[src/rtl/alu_writeback.sv]
// alu_writeback: writes one ALU result back to register A or D and updates the
// condition flags once the ALU output has had time to settle.
//
// Sequence for one request:
//   IDLE   -- waits for start; captures dest_sel and loads the settle counter
//   SETTLE -- lasts exactly SETTLE_CYCLES cycles while alu_result settles
//   LATCH  -- on the edge that leaves this state the destination register and
//             the flags are loaded from the ALU outputs
//   DONE   -- done is high for this single cycle, then back to IDLE
//
// Parameters:
//   SETTLE_CYCLES  settle time in cycles, legal range 1..15 (default 3)
//
// Optional feature:
//   ALU_SIGN_FLAG_EN  when defined, flag_sign is a real flag loaded from
//                     alu_result[7]; when undefined, flag_sign is tied to 0
//                     and has no storage.
//
// Ports:
//   clk         in   single clock, rising edge
//   reset_n     in   asynchronous active-low reset
//   start       in   request one write-back (honoured only in IDLE)
//   dest_sel    in   destination: 0 = reg_a, 1 = reg_d (sampled with start)
//   alu_result  in   8-bit ALU result (sampled only at the LATCH edge)
//   alu_carry   in   ALU carry out (sampled only at the LATCH edge)
//   alu_zero    in   ALU zero detect (sampled only at the LATCH edge)
//   busy        out  high in SETTLE and LATCH
//   done        out  one-cycle pulse after the update
//   reg_a       out  register A
//   reg_d       out  register D
//   flag_carry  out  carry flag
//   flag_zero   out  zero flag
//   flag_sign   out  sign flag (0 when ALU_SIGN_FLAG_EN is undefined)

module alu_writeback #(
  parameter int unsigned SETTLE_CYCLES = 3
) (
  input  logic       clk,
  input  logic       reset_n,
  input  logic       start,
  input  logic       dest_sel,
  input  logic [7:0] alu_result,
  input  logic       alu_carry,
  input  logic       alu_zero,
  output logic       busy,
  output logic       done,
  output logic [7:0] reg_a,
  output logic [7:0] reg_d,
  output logic       flag_carry,
  output logic       flag_zero,
  output logic       flag_sign
);

  // Counter counts down to zero, so SETTLE lasts SETTLE_CYCLES cycles.
  localparam logic [3:0] CntLoad = 4'(SETTLE_CYCLES - 1);

  typedef enum logic [1:0] {
    StIdle,
    StSettle,
    StLatch,
    StDone
  } state_e;

  state_e     state_q;
  logic [3:0] cnt_q;
  logic       dest_q;

  always_ff @(posedge clk or negedge reset_n) begin
    if (!reset_n) begin
      state_q    <= StIdle;
      cnt_q      <= 4'd0;
      dest_q     <= 1'b0;
      busy       <= 1'b0;
      done       <= 1'b0;
      reg_a      <= 8'h00;
      reg_d      <= 8'h00;
      flag_carry <= 1'b0;
      flag_zero  <= 1'b0;
`ifdef ALU_SIGN_FLAG_EN
      flag_sign  <= 1'b0;
`endif
    end else begin
      unique case (state_q)
        StIdle: begin
          if (start) begin
            dest_q  <= dest_sel;
            cnt_q   <= CntLoad;
            busy    <= 1'b1;
            state_q <= StSettle;
          end
        end
        StSettle: begin
          if (cnt_q == 4'd0) begin
            state_q <= StLatch;
          end else begin
            cnt_q <= cnt_q - 4'd1;
          end
        end
        StLatch: begin
          if (dest_q) begin
            reg_d <= alu_result;
          end else begin
            reg_a <= alu_result;
          end
          flag_carry <= alu_carry;
          flag_zero  <= alu_zero;
`ifdef ALU_SIGN_FLAG_EN
          flag_sign  <= alu_result[7];
`endif
          busy    <= 1'b0;
          done    <= 1'b1;
          state_q <= StDone;
        end
        StDone: begin
          // start is deliberately ignored here; nothing is queued.
          done    <= 1'b0;
          state_q <= StIdle;
        end
        default: begin
          busy    <= 1'b0;
          done    <= 1'b0;
          state_q <= StIdle;
        end
      endcase
    end
  end

`ifndef ALU_SIGN_FLAG_EN
  assign flag_sign = 1'b0;
`endif

`ifndef SYNTHESIS
  busy_done_exclusive: assert property (@(posedge clk) disable iff (!reset_n) !(busy && done));
`endif

endmodule
[config.mk]
export PLATFORM = sky130hd
export DESIGN_NAME = alu_writeback
export DESIGN_NICKNAME = d
export VERILOG_FILES = /design/src/rtl/alu_writeback.sv
export SDC_FILE = /design/constraint.sdc
export NUM_CORES = 1
export LEC_CHECK = 0
export ABC_AREA = 1
export CAP_MARGIN = 20
export CORE_MARGIN = 3
export CORE_UTILIZATION = 35
export CTS_CLUSTER_DIAMETER = 40
export DETAILED_ROUTE_END_ITERATION = 16
export GPL_TIMING_DRIVEN = 0
export PLACE_DENSITY = 0.66
export SYNTH_ARGS = -nofsm -noshare
export SYNTH_HDL_FRONTEND = slang
export SYNTH_SLANG_ARGS = --single-unit
[constraint.sdc]
create_clock -name clk -period 1.7 [get_ports clk]
set_input_delay 0.34 -clock clk [delete_from_list [all_inputs] [get_ports clk]]
set_output_delay 0.34 -clock clk [all_outputs]
set_load 0.005 [all_outputs]
* Word-level counts from Yosys, hierarchy flattened *
Cells that the tools add are included.

storage, ports and cells
  output and inout bits = 21
  bits of input ports = 14
  register bits = 27
  word-level logic and storage cells = 37

cells by class
  add/subtract/negate cells = 1
  muxes and demuxes = 9
  reductions and logical operators = 11
  bitwise logic cells = 1
  eq/ne operators = 6

operators by type and width
  kind                   number
  $reduce_and A2 Y1      5
  $mux W4                2
  $pmux W2 S4            1
  $pmux W4 S2            1
  $ne A2 B2 Y1 const B   3
  $reduce_bool A2 Y1     3
  $eq A2 B2 Y1 const B   2
  $logic_not A4 Y1       1
  $mux W2                2
  $pmux W1 S2            2
  $sub A4 B1 Y4 const B  1
  $reduce_and A3 Y1      1
  $eq A2 B1 Y1 const B   1
  $logic_not A2 Y1       1
  $mux W1                1
  $not A1 Y1             1

* Longest topological paths before layout *
  depth in word-level cells = 3
  depth in mapped cells = 7
  mapped depth without buffers = 7

* Least setup slack after synthesis *
Ideal clock, no wire load.

  kind = reg-to-reg
  from = register state_q[0]
  to = register cnt_q[3]
  setup slack = 0.476 ns
  data arrival time = 1.101 ns
  setup time = 0.122 ns
  stages on the path, launching flop included = 6
  period minus slack after synthesis = 1.224 ns
  cell sequence = dfrtp_1 inv_1 ha_1 or2_4 nand3_4 o21ai_1

on the way
  longest elaborated chain between the ends = 3
  elaborated cells on any way between the ends = 7
  classes of those cells = eq/ne: 3; mux: 1; reduce/logical: 3

ends and longest elaborated chain
  what                                                                        RTL line  RTL
  start, declared                                                             64        state_e state_q;
  start signal, assigned                                                      70        state_q <= StIdle;
  start signal, assigned                                                      89        state_q <= StSettle;
  start signal, assigned                                                      94        state_q <= StLatch;
  $eq A2 B1 Y1 / $logic_not A2 Y1 (equally long branches)                     83        unique case (state_q)
  $ne A2 B2 Y1 (no source line) / $reduce_bool A2 Y1 (equally long branches)  -
  $reduce_and A3 Y1 (no source line)                                          -
  end signal, assigned                                                        87        cnt_q <= CntLoad;
  end signal, assigned                                                        96        cnt_q <= cnt_q - 4'd1;
  end, declared                                                               65        logic [3:0] cnt_q;

Several ways; a longest one is shown, not always the timed one.
A chain may end at the register's enable or synchronous reset.

* Final worst setup path *
  from = register reg_a[0]
  to = output reg_a[0]

RTL lines
  what                    RTL line  RTL
  start, declared         47        output logic [7:0] reg_a,
  start signal, assigned  103       reg_a <= alu_result;

No word-level cell between the ends.

==> run metrics <==
post-synthesis cell count 131; final WL 2.49 mm; Post-layout nets 191; CP required 1.36 ns; share of layout cells above drive strength 1 0.0888; Critical Path Source Type register; minimum clock period 1.59 ns; DRT Pass-1 Iters 4; slowest stage cell, crit path clkdlybuf4s50_1; Wirelength per Cell 11.7 um; Leakage 0.820 nW; Num CTS Buffers 3; cell taking the most area after synthesis dfrtp_1; post-synthesis sequential area ratio 0.549; flop2flop setup slack 0.33 ns; IO Pins 35; Rows 20; largest net degree at the start of global routing 20; #FFs+latches synth 27; starting density of the core 0.384; Net Sw Frac 0.370; die span in x 65.3 um; # DRC 0; Setup Fix Bufs, Post-CTS 0; CORE AREA 0.00320 mm2; endpoint class of the critical path primary output; clk sinks 27; Syn Std Cell Area 0.00123 mm2; final worst clock skew 0.0168 ns; Worst Max-Slew Pin Slew 0.511 ns; CTS tree done; cell internal pwr 1.88 mW; I/O Buffers 33; Hold Path Class in2async; routability cong. 0.777; status finished, final reports clean; syn_nets 152; setup slack after layout 0.112 ns; Maximum Capacitance Violations 0; Buf+Inv Stages, Crit Path 1; crit path DAT 1.25 ns; post-CTS sizing 0; Final Hold Violating Endpoints 0; clock share of power 0.096; RSZ-0062 raised after global routing no; pre-CTS setup slack 0.330 ns; syn avg cell area 9.40 um2; sequential power share 0.387; worst ir drop on vdd 1.01 mV; Logic pwr share 0.517; remaining global-route overflow 0; clk_lat worst skew 0.33 ns; Via Count 960; number of global-route vias before repair 1006; clk buf depth 2; Synth Flop Type dfrtp_1; most frequent cells after synthesis nand2_1, dfrtp_1, o21ai_1, inv_1, ha_1; CTS clk-pin slew, worst paths 0.16 ns; H-tree depth 1; 1st-iter DRT viols 58; Cell Pwr Density 1780 mW/mm2; total chip power 2.98 mW; Max FO, Critical Path 2; FILL cells 320; max incr delay on CP 0.53 ns; switching power 1.10 mW; Max Clock Freq 630 MHz; initial antenna violation count 0; # hold bufs at CTS 0; post-route ant nets 0; Non-Filler Instances 213; chip height 65.3 um; Hold Slack 0.321 ns; normalized max-slew margin 0.658; CP Class reg2out; CP Cell Sequence clkdlybuf4s50_1; Inst Count DP 209; DIE AREA 0.00427 mm2; post-synthesis async set-or-reset flop share 1.00; GRT Overall Usage 0.129; final worst path period share 0.934; Root Driver clkbuf_4; Largest delay share family, worst path buffers and inverters; fin. max-slew vios 0; Syn. warnings 0; Post-synth EDFFs 0; Diodes inserted 0; first-pass GRT wire length 4.42 mm; Fin Setup TNS 0 ns; post-synth top area share 0.549; Final setup viols 0; cell with the most instances after synthesis nand2_1; largest cells by area after synthesis dfrtp_1, nand2_1, o21ai_1; vias per std cell 4.51; area grow syn2layout 36.0%; Detailed Place HPWL 1.97 mm; Yosys cell types 18
flip-flops by register name, summed over array words and instances (netlist names):
signal      count
busy            1
cnt_q           4
dest_q          1
done            1
flag_carry      1
flag_zero       1
reg_a           8
reg_d           8
state_q         2
power groups by stage:
stage	clock (mW)	combinational (mW)	sequential [mW]
2_1_floorplan	0	0.837	1.17
5_1_grt	0.323	1.74	1.21
4_1_cts	0.300	1.57	1.16
6_report	0.285	1.54	1.15
3_3_place_gp	0	1.51	1.16
3_5_place_dp	0	1.56	1.17
routing by layer:
metal,GRT usage,part of all wire,vias up,routed length [um]
met1,0.150,0.44,451,1090
li1,-,-,480,-
met4,0.00777,0,0,0
met5,0,0,-,0
met2,0.233,0.49,29,1220
met3,0.0547,0.075,0,186
kinds of logic (layout without fill, tap and decap cells):
group | Yosys count | after routing | share of synthesized area
compound gates | 23 | 23 | 0.0935
xor+xnor | 1 | 1 | 0.00712
fa+ha+maj | 7 | 7 | 0.0711
buf+inv | 22 | 60 | 0.0823
flops | 27 | 27 | 0.549
mux | 2 | 2 | 0.0183
other cells | 1 | 1 | 0.00305
simple gates | 48 | 48 | 0.176
layout make-up:
cell class / instances / area [um2] / area share
Sequential cell: 27 / 676 / 0.404
Multi-Input combinational cell: 82 / 454 / 0.271
Timing Repair Buffer: 34 / 358 / 0.214
Inverter: 18 / 67.6 / 0.0404
Tap cell: 44 / 55.1 / 0.0329
Buffer: 4 / 33.8 / 0.0202
Clock buffer: 3 / 22.5 / 0.0135
Clock inverter: 1 / 7.51 / 0.00448
worst paths after layout:
path | end | startpoint | cells after the start
setup / recovery | reg_a[0] | reg_a[0] | 1
hold / removal | reg_a[4] | reset_n | 1
setup reg to reg | cnt_q[1] | state_q[1] | 6
hold reg to reg | flag_carry | flag_carry | 1
max in group asynchronous | cnt_q[2] | reset_n | 2
min in group clk | flag_carry | flag_carry | 1
metrics by stage:
step	area [um2]	utilization
3_3_place_gp	1620	0.505
6_report	1670	0.523
2_1_floorplan	1230	-
5_1_grt	1670	0.523
3_5_place_dp	1640	0.513
4_1_cts	1670	0.523
layout by cell type, fill, tap and decap left out, drive strengths merged:
cell type and n:
nand2 37, clkdlybuf4s50 33, dfrtp 27, o21ai 23, inv 18, ha 7
nor2 5, nand3 5, buf 5, clkbuf 3, mux2 2, xor2 1
or2 1, conb 1, clkinvlp 1
No activity file was read; power rests on OpenSTA's default activity.
